==> src/rtl/firing_defs.sv <==
// Shared encodings for the firing dispatch FSM:
// firing modes, state encoding and result status codes.
package firing_defs;

    localparam logic [1:0] MODE_SETUP = 2'b00;
    localparam logic [1:0] MODE_INSTR = 2'b01;

    localparam int unsigned ST_OK      = 0;
    localparam int unsigned ST_ILLEGAL = 1;
    localparam int unsigned ST_TIMEOUT = 2;

    typedef enum logic [2:0] {
        S_IDLE,
        S_FETCH_START,
        S_FETCH_WAIT,
        S_EXEC_START,
        S_EXEC_WAIT,
        S_OUTPUT,
        S_RST_INSTR,
        S_DONE
    } state_t;

endpackage

==> src/rtl/dispatch_watchdog.sv <==
// Engine watchdog: counts enabled cycles and flags expiry in the
// cycle that would make the count reach the limit (0 disables).
module dispatch_watchdog #(
    parameter int TMO_W = 16
) (
    input  logic             clk,
    input  logic             rst,
    input  logic             clear,
    input  logic             en,
    input  logic [TMO_W-1:0] limit,
    output logic             expired
);

    logic [TMO_W-1:0] r_count;
    logic [TMO_W:0]   w_inc;

    assign w_inc   = {1'b0, r_count} + (TMO_W+1)'(1);
    assign expired = en && (limit != '0) && (w_inc >= {1'b0, limit});

    // Cycle counter, held once expired so the flag stays asserted
    always_ff @(posedge clk or posedge rst) begin
        if (rst) begin
            r_count <= '0;
        end else if (clear) begin
            r_count <= '0;
        end else if (en && !expired) begin
            r_count <= w_inc[TMO_W-1:0];
        end
    end

endmodule

==> src/rtl/firing_dispatch_fsm.sv <==
// Firing dispatch FSM: fetches an opcode, starts the selected engine,
// forwards streamed and final results, and handles timeout/illegal ops.
module firing_dispatch_fsm
    import firing_defs::*;
#(
    parameter int WORD_SIZE = 16,
    parameter int OPC_W     = 8,
    parameter int N_ENG     = 4,
    parameter int TMO_W     = 16
) (
    input  logic                       clk,
    input  logic                       rst,
    input  logic                       start,
    input  logic [1:0]                 mode,
    input  logic [TMO_W-1:0]           tmo_limit,
    output logic                       fetch_start,
    input  logic                       fetch_done,
    input  logic [OPC_W-1:0]           fetch_opc,
    output logic [N_ENG-1:0]           eng_start,
    output logic [N_ENG-1:0]           eng_abort,
    input  logic [N_ENG-1:0]           eng_done,
    input  logic [N_ENG-1:0]           eng_out_valid,
    output logic                       eng_out_ready,
    input  logic [N_ENG*2*WORD_SIZE-1:0] eng_result,
    input  logic [N_ENG*2*WORD_SIZE-1:0] eng_status,
    input  logic                       out_full,
    output logic                       out_wr_en,
    output logic [2*WORD_SIZE-1:0]     out_result,
    output logic [2*WORD_SIZE-1:0]     out_status,
    output logic [OPC_W-1:0]           opc,
    output logic                       rst_instr,
    output logic                       busy,
    output logic                       done
);

    localparam int RW    = 2 * WORD_SIZE;
    localparam int IDX_W = (N_ENG > 1) ? $clog2(N_ENG) : 1;
    localparam logic [OPC_W:0] ENG_LIM = (OPC_W+1)'(N_ENG);

    state_t r_state;
    state_t w_next;

    logic [OPC_W-1:0] r_opc;
    logic [RW-1:0]    r_out_result;
    logic [RW-1:0]    r_out_status;
    logic             r_done_seen;

    logic [N_ENG-1:0][RW-1:0] w_res_arr;
    logic [N_ENG-1:0][RW-1:0] w_sta_arr;
    logic [IDX_W-1:0] w_idx;
    logic [N_ENG-1:0] w_onehot;
    logic [RW-1:0]    w_res;
    logic [RW-1:0]    w_sta;
    logic w_in_range;
    logic w_rst_opc;
    logic w_done_any;
    logic w_pending;
    logic w_fin;
    logic w_expired;
    logic w_tmo;
    logic w_in_wait;

    assign w_res_arr  = eng_result;
    assign w_sta_arr  = eng_status;
    assign w_idx      = r_opc[IDX_W-1:0];
    assign w_onehot   = N_ENG'(1) << w_idx;
    assign w_res      = w_res_arr[w_idx];
    assign w_sta      = w_sta_arr[w_idx];
    assign w_in_range = {1'b0, r_opc} < ENG_LIM;
    assign w_rst_opc  = &r_opc;
    assign w_in_wait  = (r_state == S_EXEC_WAIT);

    // Done wins over timeout; a waiting stream item delays completion
    assign w_done_any = r_done_seen || eng_done[w_idx];
    assign w_pending  = eng_out_valid[w_idx];
    assign w_fin      = w_done_any && !w_pending;
    assign w_tmo      = w_expired && !w_done_any;

    dispatch_watchdog #(
        .TMO_W (TMO_W)
    ) u_wdog (
        .clk     (clk),
        .rst     (rst),
        .clear   (r_state == S_EXEC_START),
        .en      (w_in_wait),
        .limit   (tmo_limit),
        .expired (w_expired)
    );

    // State register
    always_ff @(posedge clk or posedge rst) begin
        if (rst) r_state <= S_IDLE;
        else     r_state <= w_next;
    end

    // Next-state decode
    always_comb begin
        w_next = r_state;
        unique case (r_state)
            S_IDLE: begin
                if (start && mode == MODE_SETUP)      w_next = S_FETCH_START;
                else if (start && mode == MODE_INSTR) w_next = S_EXEC_START;
            end
            S_FETCH_START: w_next = S_FETCH_WAIT;
            S_FETCH_WAIT:  if (fetch_done) w_next = S_DONE;
            S_EXEC_START: begin
                if (w_in_range)     w_next = S_EXEC_WAIT;
                else if (w_rst_opc) w_next = S_RST_INSTR;
                else                w_next = S_OUTPUT;
            end
            S_EXEC_WAIT:   if (w_fin || w_tmo) w_next = S_OUTPUT;
            S_OUTPUT:      if (!out_full) w_next = S_DONE;
            S_RST_INSTR:   w_next = S_DONE;
            S_DONE:        w_next = S_IDLE;
            default:       w_next = S_IDLE;
        endcase
    end

    // Opcode, final result/status and done_seen bookkeeping
    always_ff @(posedge clk or posedge rst) begin
        if (rst) begin
            r_opc        <= '0;
            r_out_result <= '0;
            r_out_status <= '0;
            r_done_seen  <= 1'b0;
        end else begin
            unique case (r_state)
                S_FETCH_WAIT: begin
                    if (fetch_done) r_opc <= fetch_opc;
                end
                S_EXEC_START: begin
                    r_done_seen <= 1'b0;
                    if (!w_in_range && !w_rst_opc) begin
                        r_out_result <= '0;
                        r_out_status <= RW'(ST_ILLEGAL);
                    end
                end
                S_EXEC_WAIT: begin
                    if (eng_done[w_idx]) r_done_seen <= 1'b1;
                    if (w_fin) begin
                        r_out_result <= w_res;
                        r_out_status <= w_sta;
                    end else if (w_tmo) begin
                        r_out_result <= '0;
                        r_out_status <= RW'(ST_TIMEOUT);
                    end
                end
                S_RST_INSTR: r_opc <= '0;
                default: ;
            endcase
        end
    end

    // Output decode
    always_comb begin
        fetch_start   = (r_state == S_FETCH_START);
        eng_start     = '0;
        eng_abort     = '0;
        eng_out_ready = w_in_wait && !out_full;
        out_wr_en     = 1'b0;
        out_result    = r_out_result;
        out_status    = r_out_status;
        rst_instr     = (r_state == S_RST_INSTR);
        busy          = (r_state != S_IDLE);
        done          = (r_state == S_DONE);
        opc           = r_opc;
        if (r_state == S_EXEC_START && w_in_range) eng_start = w_onehot;
        if (w_in_wait) begin
            out_result = w_res;
            out_status = w_sta;
            out_wr_en  = w_pending && !out_full;
            if (w_tmo) eng_abort = w_onehot;
        end
        if (r_state == S_OUTPUT) out_wr_en = !out_full;
    end

endmodule
==> config.mk <==
export PLATFORM = sky130hd
export DESIGN_NAME = firing_dispatch_fsm
export DESIGN_NICKNAME = d
export VERILOG_FILES = /design/src/rtl/firing_defs.sv /design/src/rtl/dispatch_watchdog.sv /design/src/rtl/firing_dispatch_fsm.sv
export SDC_FILE = /design/constraint.sdc
export NUM_CORES = 1
export LEC_CHECK = 0
export ABC_AREA = 1
export BUFFER_PORTS_ARGS = -buffer_cell sky130_fd_sc_hd__buf_2
export CORE_AREA = 2 2 147 149
export DETAILED_ROUTE_END_ITERATION = 7
export DIE_AREA = 0 0 149 151
export PLACE_DENSITY = 0.71
export SLEW_MARGIN = 20
export SYNTH_ARGS = -nofsm -noshare
export SYNTH_HDL_FRONTEND = slang
export SYNTH_SLANG_ARGS = --single-unit
==> constraint.sdc <==
create_clock -name clk -period 3.4 [get_ports clk]
set_clock_uncertainty 0.1 [all_clocks]
set_input_delay 0.17 -clock clk [delete_from_list [all_inputs] [get_ports clk]]
set_output_delay 0.17 -clock clk [all_outputs]
set_load 0.02 [all_outputs]
; Yosys cells after proc, flatten, opt, wreduce, memory -nomap -nowiden
; Index checks and enable logic that the tools add are counted.
[op_classes]
magnitude_cmp = 3
shifts = 1
addsub = 1
n_mux = 37
eq_ne = 15
n_reduce_logical = 31
[op_table]
columns = operator, count
row1 = $mux W32, 10
row2 = $bmux W32 S2, 2
row3 = $pmux W32 S2, 2
row4 = $mux W16, 2
row5 = $pmux W3 S8, 1
row6 = $add A16 B1 Y17 const B, 1
row7 = $ge A17 B16 Y1, 1
row8 = $pmux W8 S2, 1
row9 = $reduce_bool A16 Y1, 1
row10 = $mux W3, 5
row11 = $eq A3 B3 Y1 const B, 4
row12 = $mux W4, 3
row13 = $logic_and A1 B1 Y1, 11
row14 = $ne A2 B2 Y1 const B, 5
row15 = $lt A8 B3 Y1 const B, 1
row16 = $mux W8, 1
row17 = $reduce_and A8 Y1, 1
row18 = $eq A3 B2 Y1 const B, 2
row19 = $logic_not A1 Y1, 6
row20 = $ne A3 B3 Y1 const B, 2
row21 = $reduce_bool A2 Y1, 3
row22 = $mux W1, 5
row23 = $bmux W1 S2, 2
row24 = $mux W2, 2
row25 = 12 further kinds, 14
[totals]
word_cells = 94
register_bits = 92
output_inout_bits = 86
input_bits = 295

; Depth between registers and ports, before layout
; Gate-level depths: netlist of run 1.
[depth]
word_depth = 8
mapped_depth = 22
depth_no_buf = 21

; Cells and area by module
; Synthesis of run 1 repeated with hierarchy kept, for this count alone.
[hier_totals]
hier_cells = 1178
area_unflattened_um2 = 7908.8
[by_module_without_submodules]
columns = module, cells_each, area_per_inst_um2, n_inst, seq_area_each_um2
row1 = firing_dispatch_fsm, 951, 6317.3, 1, 1901.8
row2 = dispatch_watchdog, 227, 1591.5, 1, 400.4

; Least setup slack after synthesis of run 1
; No wires, ideal clock.
[synth_path]
kind = register to register
from = reg u_wdog.r_count[0]
to = reg r_out_status[1]
n_path_buf = 1
path_stages_with_launch = 20
t_required_ps = 3185
arrival_time_ps = 2789
period_less_slack_ps = 3004
slack_ps = 396
cell_sequence = dfrtp_1 -> ha_1 -> nand2_2 -> nor2_4 -> nand2_4 -> nor3_1 -> nand4_1 -> xor2_1 -> inv_1 -> ha_1 -> nand3_1 -> nor3_1 -> nor2_4 -> nand2_4 -> nand3_4 -> nand2_8 -> nand2_8 -> buf_12 -> nand2_2 -> nand2_2
[synth_via]
elab_chain_cells = 6
[synth_rtl]
columns = element, line
row1 = "start, declared", dispatch_watchdog.sv:14  ; logic [TMO_W-1:0] r_count;
row2 = "start signal, assigned", dispatch_watchdog.sv:27  ; r_count <= w_inc[TMO_W-1:0];
row3 = $add A16 B1 Y17, dispatch_watchdog.sv:17  ; assign w_inc = {1'b0, r_count} + (TMO_W+1)'(1);
row4 = $ge A17 B16 Y1, dispatch_watchdog.sv:18  ; assign expired = en && (limit != '0) && (w_inc >= {1'b0, limit});
row5 = $logic_and A1 B1 Y1, dispatch_watchdog.sv:18
row6 = $logic_and A1 B1 Y1, firing_dispatch_fsm.sv:77  ; assign w_tmo = w_expired && !w_done_any;
row7 = $ne A3 B3 Y1 (no line), --
row8 = $reduce_and A3 Y1 (no line), --
row9 = "end signal, assigned", firing_dispatch_fsm.sv:135  ; r_out_status <= RW'(ST_ILLEGAL);
row10 = "end signal, assigned", firing_dispatch_fsm.sv:142  ; r_out_status <= w_sta;
row11 = "end signal, assigned", firing_dispatch_fsm.sv:145  ; r_out_status <= RW'(ST_TIMEOUT);
row12 = "end, declared", firing_dispatch_fsm.sv:45  ; logic [RW-1:0] r_out_status;
; Every way passes these cells.
; A chain may end at the register's enable or synchronous reset.

; Worst setup path in the final report of run 1
[layout_path]
from = reg u_wdog.r_count[0]
to = out eng_abort[2]
[layout_via]
elab_chain_cells = 6
[layout_rtl]
columns = element, line
row1 = $add A16 B1 Y17, dispatch_watchdog.sv:17
row2 = $ge A17 B16 Y1, dispatch_watchdog.sv:18
row3 = $logic_and A1 B1 Y1, dispatch_watchdog.sv:18
row4 = $logic_and A1 B1 Y1, firing_dispatch_fsm.sv:77
row5 = $mux W4, firing_dispatch_fsm.sv:172  ; if (w_tmo) eng_abort = w_onehot;
row6 = $mux W4, firing_dispatch_fsm.sv:168  ; if (w_in_wait) begin
row7 = "end, declared", firing_dispatch_fsm.sv:20  ; output logic [N_ENG-1:0] eng_abort,
; Every way passes these cells.

==> results of run 1 <==
## flip-flops by register name, summed over array words and instances (netlist names)
signal          count
r_done_seen         1
u_wdog.r_count     16
opc                 8
r_out_result       32
r_out_status       32
r_state             3
## timing repair
action,in CTS,in global routing
hold endpoints to repair,71,0
hold buffers,9,0
endpoints found under the setup margin,4,81
gates resized for setup,13,21
setup buffers,1,5
pin swaps,3,6
## cell usage after synthesis, types with 2 or more instances
master,n,share of area
o21ai_1,7,0.0046
buf_12,6,0.016
nor3_1,5,0.0033
a22oi_1,2,0.0020
clkbuf_1,35,0.017
buf_2,21,0.014
a21oi_1,5,0.0033
nand2_8,2,0.0052
nor2_1,97,0.048
inv_1,65,0.032
clkbuf_8,5,0.0090
nor2_4,6,0.0089
xor2_1,10,0.011
nand2_2,128,0.10
nand2_4,5,0.0074
buf_1,4,0.0020
nand4_1,9,0.0074
dfrtp_1,92,0.30
nor2_2,4,0.0033
inv_2,7,0.0034
a221oi_1,62,0.071
ha_1,17,0.028
nand2_1,329,0.16
o21ai_0,80,0.052
nand3_1,96,0.063
nand3b_1,4,0.0039
## per-layer routing
metal / routed length, um / vias up / share of wire
met5: 0 / - / 0
met4: 665 / 0 / 0.026
met3: 1550 / 43 / 0.060
met2: 12800 / 350 / 0.50
met1: 10600 / 4019 / 0.41
li1: - / 4367 / -
## worst max path at each step
stage / from / to / slack, ns / depth (start not counted)
after floorplan: u_wdog.r_count[0] / r_out_status[1] / 0.40 / 19
after global placement: u_wdog.r_count[0] / r_out_result[10] / 0.18 / 19
after detailed placement: u_wdog.r_count[0] / r_out_status[22] / 0.03 / 21
after CTS: u_wdog.r_count[0] / eng_abort[0] / 0.01 / 18
after global routing: u_wdog.r_count[0] / eng_abort[2] / -0.08 / 18
final: u_wdog.r_count[0] / eng_abort[2] / 0.09 / 18
## area by class of cell
type	count	area [um^2]
Clock buffer	10	239
Clock inverter	4	75.1
Fill cell	2172	10600
Inverter	74	285
Multi-Input combinational cell	877	4730
Sequential cell	92	2310
Tap cell	275	344
Timing Repair Buffer	414	2260
## tightest hold or removal path: stages
cell	delay [ns]
buf_2	0.11
nand3_1	0.09
nand2_1	0.05
## stage by stage
step,worst slack [ns],instance area (um^2),power [mW],utilization
floorplan,0.396,7630,6.32,-
global placement,0.182,9650,7.85,0.463
detailed placement,0.0313,9650,7.94,0.463
CTS,0.0124,10100,9.08,0.486
global route,-0.0802,10200,9.74,0.492
finish,0.0860,10200,9.01,0.492
## power groups by stage
stage                     logic, mW  clock network [mW]  registers [mW]
after CTS                      6.05                1.12            1.92
after global placement         5.93                   0            1.92
after detailed placement       6.02                   0            1.92
final                          6.00                1.09            1.92
after global routing           6.61                1.15            1.98
after floorplan                4.42                   0            1.90
## kinds of logic after synthesis
kind of cell / Yosys count / share of synthesized area
buf+inv: 146 / 0.0954
flops: 92 / 0.302
xor+xnor: 10 / 0.0115
fa+ha+maj: 17 / 0.0279
simple gates: 688 / 0.423
compound gates: 162 / 0.141
==> impl_metrics.json, run 1 <==
{
  "finalHoldViolCount": 0,
  "post-place-cells": 1717,
  "drive_above_1_share": 0.408,
  "synth_nets": 1427,
  "grt_max_degree": 66,
  "most-common-layout-cells": "buf_2 (376), nand2_1 (328), nand2_2 (128), nand3_1 (93), dfrtp_1 (88)",
  "synth_edf_count": 0,
  "grt-busiest-layer": "met2",
  "timing.rr.end": "r_out_result[8]",
  "finalSetupViolCount": 0,
  "timing.critical_path.slowest_stage_cell": "dfrtp_2",
  "grt_pass1_wl_um": 38900,
  "htree_levels": 3,
  "rsz0062_at_grt": "yes",
  "start_util": 0.366,
  "avgSynthCellArea_um2": 6.84,
  "p_int_mw": 4.19,
  "path_clk_slew_ns": 0.07,
  "slowest_delay_ns": 0.42,
  "synthArstFlopShare": 1.00,
  "grt_use_total": 0.217,
  "grtUsageMet3": 0.0277,
  "ys_seq_area_frac": 0.302,
  "vdd_drop_max_uv": 450,
  "die-area_um2": 22500,
  "port_buffers": 380,
  "first_iter_violations": 450,
  "synth_cell_type_count": 38,
  "critPathArrivalTime_ns": 3.04,
  "diodes": 0,
  "finalSetupTns_ns": 0,
  "coreArea_um2": 20800,
  "postSynthCellCount": 1115,
  "crit_family": "simple AND/OR/NAND/NOR gates",
  "clock_path_buffers": 2,
  "p_sw_mw": 4.82,
  "startpoint_type": "flop",
  "switching_share": 0.535,
  "crit_path_end_kind": "output port",
  "rows": 53,
  "via_per_inst": 5.03,
  "place.gp.congestion": 0.847,
  "timing.rr.start": "u_wdog.r_count[0]",
  "synth_warnings": 0,
  "grt_pass1_vias": 7956,
  "ys_ff_latch": 92,
  "drc_errors": 0,
  "cap_violations": 0,
  "met1_usage": 0.266,
  "drt_pass1_iterations": 5,
  "path_max_fanout": 5,
  "cts_buffers": 9,
  "status": "finished, final reports clean",
  "cts.sinks": 92,
  "crit_type": "reg2out",
  "cp_cell_sequence": "ha_4, nand2_4, nor2_4, nand2_4, nor3_4, nand4_1, xor2_1, inv_1, ha_4, nand3_4, nor2_2, nand4_1, nand2_4, nor2_4, nand2_4, nand3_4, nor2_1, buf_4",
  "clock-root-buffer": "clkbuf_16",
  "crit_required_ns": 3.13,
  "powerDensity_nw_per_um2": 880,
  "rrSetupSlack_ns": 0.10,
  "hp-class": "in2reg",
  "fin_cells": 1746,
  "wl_per_cell_um": 14.7,
  "final_nets": 1780,
  "hold_depth": 3,
  "combPwrFrac": 0.666,
  "min_to": "r_state[0]",
  "slew_headroom": 0.446,
  "synth_ff_type": "dfrtp_1",
  "critPathMostFrequentCell": "nand2_4",
  "period_share": 0.975,
  "cts_tree": "built",
  "via_count": 8779,
  "pwr-share-clk": 0.121,
  "r2r_cells": 22,
  "sequentialPowerShare": 0.214,
  "worst_pin_slew_ns": 0.831,
  "die_h_um": 151,
  "period_minus_slack_ns": 3.31,
  "leakagePower_nw": 5.58,
  "final_max_slew_viol_count": 0,
  "die_x_um": 149,
  "timing.hold.ws_ns": 0.0171,
  "mostFrequentLayoutCell": "buf_2",
  "ios": 381,
  "wirelength_um": 25700,
  "antenna_found_initial": 0,
  "met2_usage": 0.392,
  "gr-total-overflow": 0,
  "ant_nets": 0,
  "hold_start": "out_full",
  "hpwl_um": 19600,
  "cp.buffers_inverters": 2,
  "synth_area_um2": 7630,
  "fmax_mhz": 302,
  "syn_to_final_growth_pct": 34.1,
  "insertion_delay_ns": 0.35
}
Note: power is estimated with default switching activity, not from simulation.
==> run 2: changes to the inputs <==
--- a/config.mk
+++ b/config.mk
@@ -7,11 +7,12 @@
 export LEC_CHECK = 0
 export ABC_AREA = 1
 export BUFFER_PORTS_ARGS = -buffer_cell sky130_fd_sc_hd__buf_2
-export CORE_AREA = 2 2 147 149
+export CORE_AREA = 2 2 148 150
 export DETAILED_ROUTE_END_ITERATION = 7
-export DIE_AREA = 0 0 149 151
-export PLACE_DENSITY = 0.71
+export DIE_AREA = 0 0 150 152
+export PLACE_DENSITY = 0.72
 export SLEW_MARGIN = 20
 export SYNTH_ARGS = -nofsm -noshare
 export SYNTH_HDL_FRONTEND = slang
+export SYNTH_HIERARCHICAL = 1
 export SYNTH_SLANG_ARGS = --single-unit
==> impl_metrics.json, run 2 <==
{
  "cp_cell_sequence": "ha_2, nand2_2, nor2_4, nand2_4, nor2_4, nand2_2, xnor2_2, ha_4, nand2_2, nor2_4, nand3_2, a21oi_2, nand2_1, nand2_2, nand2_4, inv_2, nand4_1, buf_4, nor2_4, buf_6",
  "ios": 381,
  "crit_type": "reg2out",
  "port_buffers": 380,
  "finalSetupTns_ns": 0,
  "finalSetupViolCount": 0,
  "period_share": 0.992,
  "startpoint": "u_wdog/r_count[0]",
  "drt_pass1_iterations": 5,
  "hp-class": "in2reg",
  "synthArstFlopShare": 1.00,
  "grt_max_degree": 125,
  "synth_cell_type_count": 35,
  "most-common-layout-cells": "nand2_1 (380), buf_2 (376), nand2_2 (94), dfrtp_1 (88), nor2_1 (84)",
  "synth_warnings": 6,
  "grt_pass1_wl_um": 43700,
  "cts_tree": "built",
  "crit_required_ns": 3.13,
  "timing.rr.start": "u_wdog/r_count[0]",
  "path_clk_slew_ns": 0.07,
  "critPathArrivalTime_ns": 3.10,
  "htree_levels": 3,
  "crit_family": "simple AND/OR/NAND/NOR gates",
  "final_max_slew_viol_count": 0,
  "insertion_delay_ns": 0.35,
  "coreArea_um2": 21400,
  "hpwl_um": 22000,
  "path_max_fanout": 4,
  "timing.critical_path.slowest_stage_cell": "dfrtp_1",
  "synth_area_um2": 7910,
  "cp.buffers_inverters": 3,
  "diodes": 0,
  "rows": 54,
  "fin_cells": 1836,
  "avgSynthCellArea_um2": 6.71,
  "die-area_um2": 22800,
  "synth_area_leaders": "dfrtp_1 (29%), nand2_1 (18%), nand2_2 (7.1%)",
  "ant_nets": 0,
  "synth.top_cell.area_share": 0.291,
  "finalHoldViolCount": 0,
  "synth_most_common_cell": "nand2_1",
  "status": "finished, final reports clean",
  "start_util": 0.370,
  "synth_ff_type": "dfrtp_1",
  "drive_above_1_share": 0.388,
  "leakagePower_nw": 6.03,
  "slew_headroom": 0.326,
  "synth_commonest_cells": "nand2_1 (386), nor2_1 (94), dfrtp_1 (92), nand2_2 (90), a21oi_1 (69)",
  "drc_errors": 0,
  "via_per_inst": 5.03,
  "final_nets": 1863,
  "period_minus_slack_ns": 3.37,
  "worst_pin_slew_ns": 1.01,
  "grt_use_total": 0.244,
  "rsz0062_at_grt": "yes",
  "slowest_delay_ns": 0.43,
  "postSynthCellCount": 1178,
  "vdd_drop_max_uv": 296,
  "reg_top3": "r_out_result (32), r_out_status (32), u_wdog/r_count (16)",
  "ys_ff_latch": 92,
  "die_x_um": 150,
  "post-place-cells": 1785,
  "synth_nets": 1490,
  "rrSetupSlack_ns": 0.18,
  "grt_pass1_vias": 8394,
  "via_count": 9236,
  "synth_edf_count": 0,
  "startpoint_type": "flop",
  "gr-total-overflow": 0,
  "clock-root-buffer": "clkbuf_16",
  "mostFrequentLayoutCell": "nand2_1",
  "cts.sinks": 92,
  "fmax_mhz": 296,
  "die_h_um": 152,
  "yosys.area.top_type": "dfrtp_1",
  "place.gp.congestion": 0.905,
  "cts_buffers": 9,
  "first_iter_violations": 641,
  "syn_to_final_growth_pct": 37.4,
  "wirelength_um": 29400,
  "hold_start": "out_full",
  "num-fill-cells": 2209,
  "wl_per_cell_um": 16.0,
  "clock_path_buffers": 2,
  "powerDensity_nw_per_um2": 679,
  "cap_violations": 0,
  "antenna_found_initial": 2,
  "crit_path_end_kind": "output port",
  "power.total_mw": 7.38,
  "ys_seq_area_frac": 0.291
}
==> run 2: final timing paths <==
check | endpoint | cells past startpoint
hold / removal | r_state[0] | 5
setup / recovery | eng_abort[3] | 20
min in group asynchronous | r_out_status[9] | 3
hold reg to reg | r_out_status[27] | 2
setup reg to reg | r_out_result[12] | 25
max in group asynchronous | r_out_result[3] | 4
==> run 2: what timing repair did <==
item	4_1_cts	5_1_grt
hold buffers	10	0
endpoints found under the setup margin	4	66
buffers inserted	7	10
pin swaps	16	20
gates resized for setup	25	33
hold endpoints to repair	58	0
gates cloned	0	8
==> run 2: final cells by class <==
cell class	count	area (um^2)	share of cell area
Multi-Input combinational cell	936	5070	0.467
Inverter	74	279	0.0257
Tap cell	280	350	0.0322
Sequential cell	92	2310	0.212
Timing Repair Buffer	438	2550	0.234
Clock inverter	5	58.8	0.00541
Clock buffer	11	253	0.0233
==> run 2: per-stage QoR <==
step	area (um^2)	hold WS (ns)	worst slack [ns]	util
floorplan	7910	-0.0163	0.246	-
global placement	9960	-0.00107	0.0912	0.466
global route	10900	0.105	-0.208	0.509
finish	10900	0.0761	0.0259	0.509
CTS	10500	0.0643	-0.0335	0.492
detailed placement	9960	-0.000778	0.0373	0.466
==> run 2: cells by family (layout without fill, tap and decap cells) <==
family                     after synthesis  after routing  synth area share
AOI/OAI and AO/OA                      246            246             0.199
xor gates and xnor gates                12             12            0.0133
adders and majority gates               17             17            0.0269
buffers and inverters                  152            528            0.0948
DFF                                     92             92             0.291
and+or+nand+nor                        659            661             0.375
==> run 2: tightest hold or removal path, stage by stage <==
cell	delay (ns)
buf_2	0.10
inv_1	0.06
nor2_1	0.06
inv_1	0.05
nand2_1	0.05
==> run 2: metal layers <==
metal / vias up / GRT usage / wire length, um
li1: 4630 / - / -
met4: 2 / 0.0800 / 854
met5: - / 0 / 13
met1: 4231 / 0.308 / 12500
met2: 327 / 0.421 / 14500
met3: 46 / 0.0390 / 1580
==> run 2: where the power goes <==
| group | total, mW | switching [mW] | internal, mW |
|---|---|---|---|
| logic | 4.77 | 3.10 | 1.67 |
| registers | 1.55 | 0.201 | 1.35 |
| clock network | 1.06 | 0.451 | 0.612 |
==> run 3: changes to the inputs <==
--- a/config.mk
+++ b/config.mk
@@ -5,12 +5,11 @@
 export SDC_FILE = /design/constraint.sdc
 export NUM_CORES = 1
 export LEC_CHECK = 0
-export ABC_AREA = 1
 export BUFFER_PORTS_ARGS = -buffer_cell sky130_fd_sc_hd__buf_2
-export CORE_AREA = 2 2 148 150
+export CORE_AREA = 2 2 147 149
 export DETAILED_ROUTE_END_ITERATION = 7
-export DIE_AREA = 0 0 150 152
-export PLACE_DENSITY = 0.72
+export DIE_AREA = 0 0 149 151
+export PLACE_DENSITY = 0.68
 export SLEW_MARGIN = 20
 export SYNTH_ARGS = -nofsm -noshare
 export SYNTH_HDL_FRONTEND = slang
==> impl_metrics.json, run 3 <==
{
  "vdd_drop_max_uv": 418,
  "synth_cell_type_count": 63,
  "die-area_um2": 22500,
  "port_buffers": 380,
  "crit_required_ns": 3.58,
  "ios": 381,
  "critPathMostFrequentCell": "buf_6",
  "multi_input_area_um2": 4490,
  "ys_ff_latch": 92,
  "powerDensity_nw_per_um2": 720,
  "die_x_um": 149,
  "most-common-layout-cells": "buf_2 (376), nand2_1 (216), dfrtp_1 (90), mux4_2 (65), a22o_1 (63)",
  "cts_tree": "built",
  "via_per_inst": 5.16,
  "fmax_mhz": 278,
  "cts_buffers": 9,
  "synth_area_leaders": "dfrtp_1 (33%), mux4_2 (21%), nand2_1 (12%)",
  "synth_most_common_cell": "nand2_1",
  "drive_above_1_share": 0.505,
  "grt_pass1_vias": 7140,
  "grt_max_degree": 70,
  "finalSetupViolCount": 67,
  "synth_warnings": 6,
  "htree_levels": 3,
  "final_max_slew_viol_count": 0,
  "synth_commonest_cells": "nand2_1 (217), dfrtp_1 (92), mux4_2 (65), a22o_1 (63), nor2_1 (33)",
  "grt_use_total": 0.216,
  "synth_edf_count": 0,
  "cp.buffers_inverters": 3,
  "timing.critical_path.slowest_stage_cell": "dfrtp_1",
  "cap_violations": 0,
  "clock-root-buffer": "clkbuf_16",
  "crit_type": "reg2reg",
  "yosys.area.top_type": "dfrtp_1",
  "synth_ff_type": "dfrtp_1",
  "drt_pass1_iterations": 5,
  "final_cell_area_um2": 9920,
  "failed_checks": "negative setup slack",
  "dpl_cell_area_um2": 9400,
  "postSynthCellCount": 715,
  "start_util": 0.336,
  "syn_to_final_growth_pct": 41.6,
  "insertion_delay_ns": 0.34,
  "mostFrequentLayoutCell": "buf_2",
  "slowest_delay_ns": 0.36,
  "synth.top_cell.area_share": 0.329,
  "wirelength_um": 25000,
  "drc_errors": 0,
  "register_area_um2": 2310,
  "critPathArrivalTime_ns": 3.78,
  "rows": 53,
  "power.total_mw": 7.14,
  "via_count": 7150,
  "finalHoldViolCount": 0,
  "num-fill-cells": 2011,
  "ant_nets": 0,
  "avgSynthCellArea_um2": 9.79,
  "period_minus_slack_ns": 3.60,
  "die_h_um": 151,
  "period_share": 1.06,
  "grt_pass1_wl_um": 37700,
  "crit_family": "simple AND/OR/NAND/NOR gates",
  "hpwl_um": 19200,
  "startpoint_type": "flop",
  "clock_path_buffers": 2,
  "path_clk_slew_ns": 0.07,
  "crit_path_end_kind": "flop",
  "place.gp.congestion": 0.865,
  "slew_headroom": 0.480,
  "gr-total-overflow": 0,
  "synthArstFlopShare": 1.00,
  "antenna_found_initial": 3,
  "cp_cell_sequence": "ha_2, and3_4, nand4_1, nor2_2, nand3_2, xnor2_1, ha_1, a21o_1, a21oi_2, o41ai_2, o21a_1, or2_4, and2_4, buf_6, a211oi_4, buf_6, buf_12, a22o_1",
  "cts.sinks": 92,
  "timing.final.ws_setup_ns": -0.196,
  "synth_area_um2": 7000,
  "worst_pin_slew_ns": 0.780,
  "finalSetupTns_ns": -10.95,
  "synth_nets": 1027,
  "hp-class": "in2reg",
  "wl_per_cell_um": 18.0,
  "rsz0062_at_grt": "yes",
  "reg_top3": "r_out_result (32), r_out_status (32), u_wdog/r_count (16)",
  "final_nets": 1418,
  "leakagePower_nw": 5.14,
  "first_iter_violations": 469,
  "path_max_fanout": 26,
  "status": "complete, but fails checks",
  "coreArea_um2": 20800,
  "ys_seq_area_frac": 0.329
}
-- run 3: cell count changes in the layout (fill, tap and decap cells not counted), sizes merged, moves of 11 or more --
cell,previous run,this run
nor3,2,13
xnor2,5,16
inv,73,21
mux4,0,65
o21ai,67,15
nand2,483,219
nand4,26,6
a21oi,69,10
nor2,102,33
nand3,47,10
o211ai,34,0
-- run 3: final cells by class --
class	count	share of cell area
Tap cell	275	0.0347
Multi-Input combinational cell	547	0.452
Sequential cell	92	0.233
Clock inverter	2	0.00126
Clock buffer	13	0.0252
Timing Repair Buffer	434	0.245
Inverter	22	0.00870
Antenna cell	1	0.000252
-- run 3: cell families after synthesis --
kind of cell             Yosys count  synth area share
AND/OR/NAND/NOR                  319             0.201
AO/OA/AOI/OAI                    116             0.135
flip-flops                        92             0.329
buffers and inverters             76            0.0550
multiplexers                      72             0.221
XOR/XNOR                          23            0.0288
adder cells (fa/ha/maj)           17            0.0304
-- run 3: worst reg2reg max path, cell delays in order (launching register included) --
cell,delay (ns)
dfrtp_1,0.36
ha_2,0.19
and3_4,0.18
nand4_1,0.13
nor2_2,0.18
nand3_2,0.11
xnor2_1,0.14
ha_1,0.30
a21o_1,0.17
a21oi_2,0.12
o41ai_2,0.07
o21a_1,0.19
or2_4,0.28
and2_4,0.16
buf_6,0.12
a211oi_4,0.19
buf_6,0.17
buf_12,0.18
a22o_1,0.18
-- run 3: repair_timing --
action	4_1_cts	5_1_grt
resized for setup	18	16
hold buffers	4	0
setup endpoints to repair	69	74
cloned	1	0
pin swaps	15	9
endpoints found under the hold margin	51	0
buffers inserted	3	3
-- run 3: final timing paths --
| check | startpoint | end | slack [ns] | cells past startpoint |
|---|---|---|---|---|
| min | fetch_opc[3] | opc[3] | 0.04 | 3 |
| max | u_wdog/r_count[0] | r_out_status[5] | -0.20 | 18 |
| max reg2reg | u_wdog/r_count[0] | r_out_status[5] | -0.20 | 18 |
| min in group asynchronous | rst | r_out_status[24] | 0.37 | 3 |
| min reg2reg | r_out_status[11] | r_out_status[11] | 0.40 | 1 |
| max in group asynchronous | rst | r_out_result[11] | 2.07 | 4 |
-- run 3: per-stage QoR --
step	setup WS (ns)	utilization	cells	hold WS (ns)
floorplan	-0.443	-	715	-0.0163
global placement	-0.0906	0.451	1359	0.174
detailed placement	-0.160	0.451	1359	0.177
CTS	-0.274	0.471	1382	0.0160
global route	-0.399	0.476	1386	0.0541
finish	-0.196	0.476	1386	0.0396
-- run 3: routing by layer --
| layer | track usage | part of all wire | wire [um] |
|---|---|---|---|
| met5 | 0 | 0 | 0 |
| met4 | 0.0686 | 0.023 | 577 |
| met3 | 0.0506 | 0.064 | 1590 |
| met2 | 0.357 | 0.49 | 12400 |
| met1 | 0.281 | 0.42 | 10500 |
-- run 3: report_power, final --
part           internal [mW]  switching, mW  total, mW  leakage, nW
Sequential              1.41          0.316       1.73         1.22
Clock                  0.512          0.418      0.930        0.126
Combinational           1.91           2.58       4.48         3.80
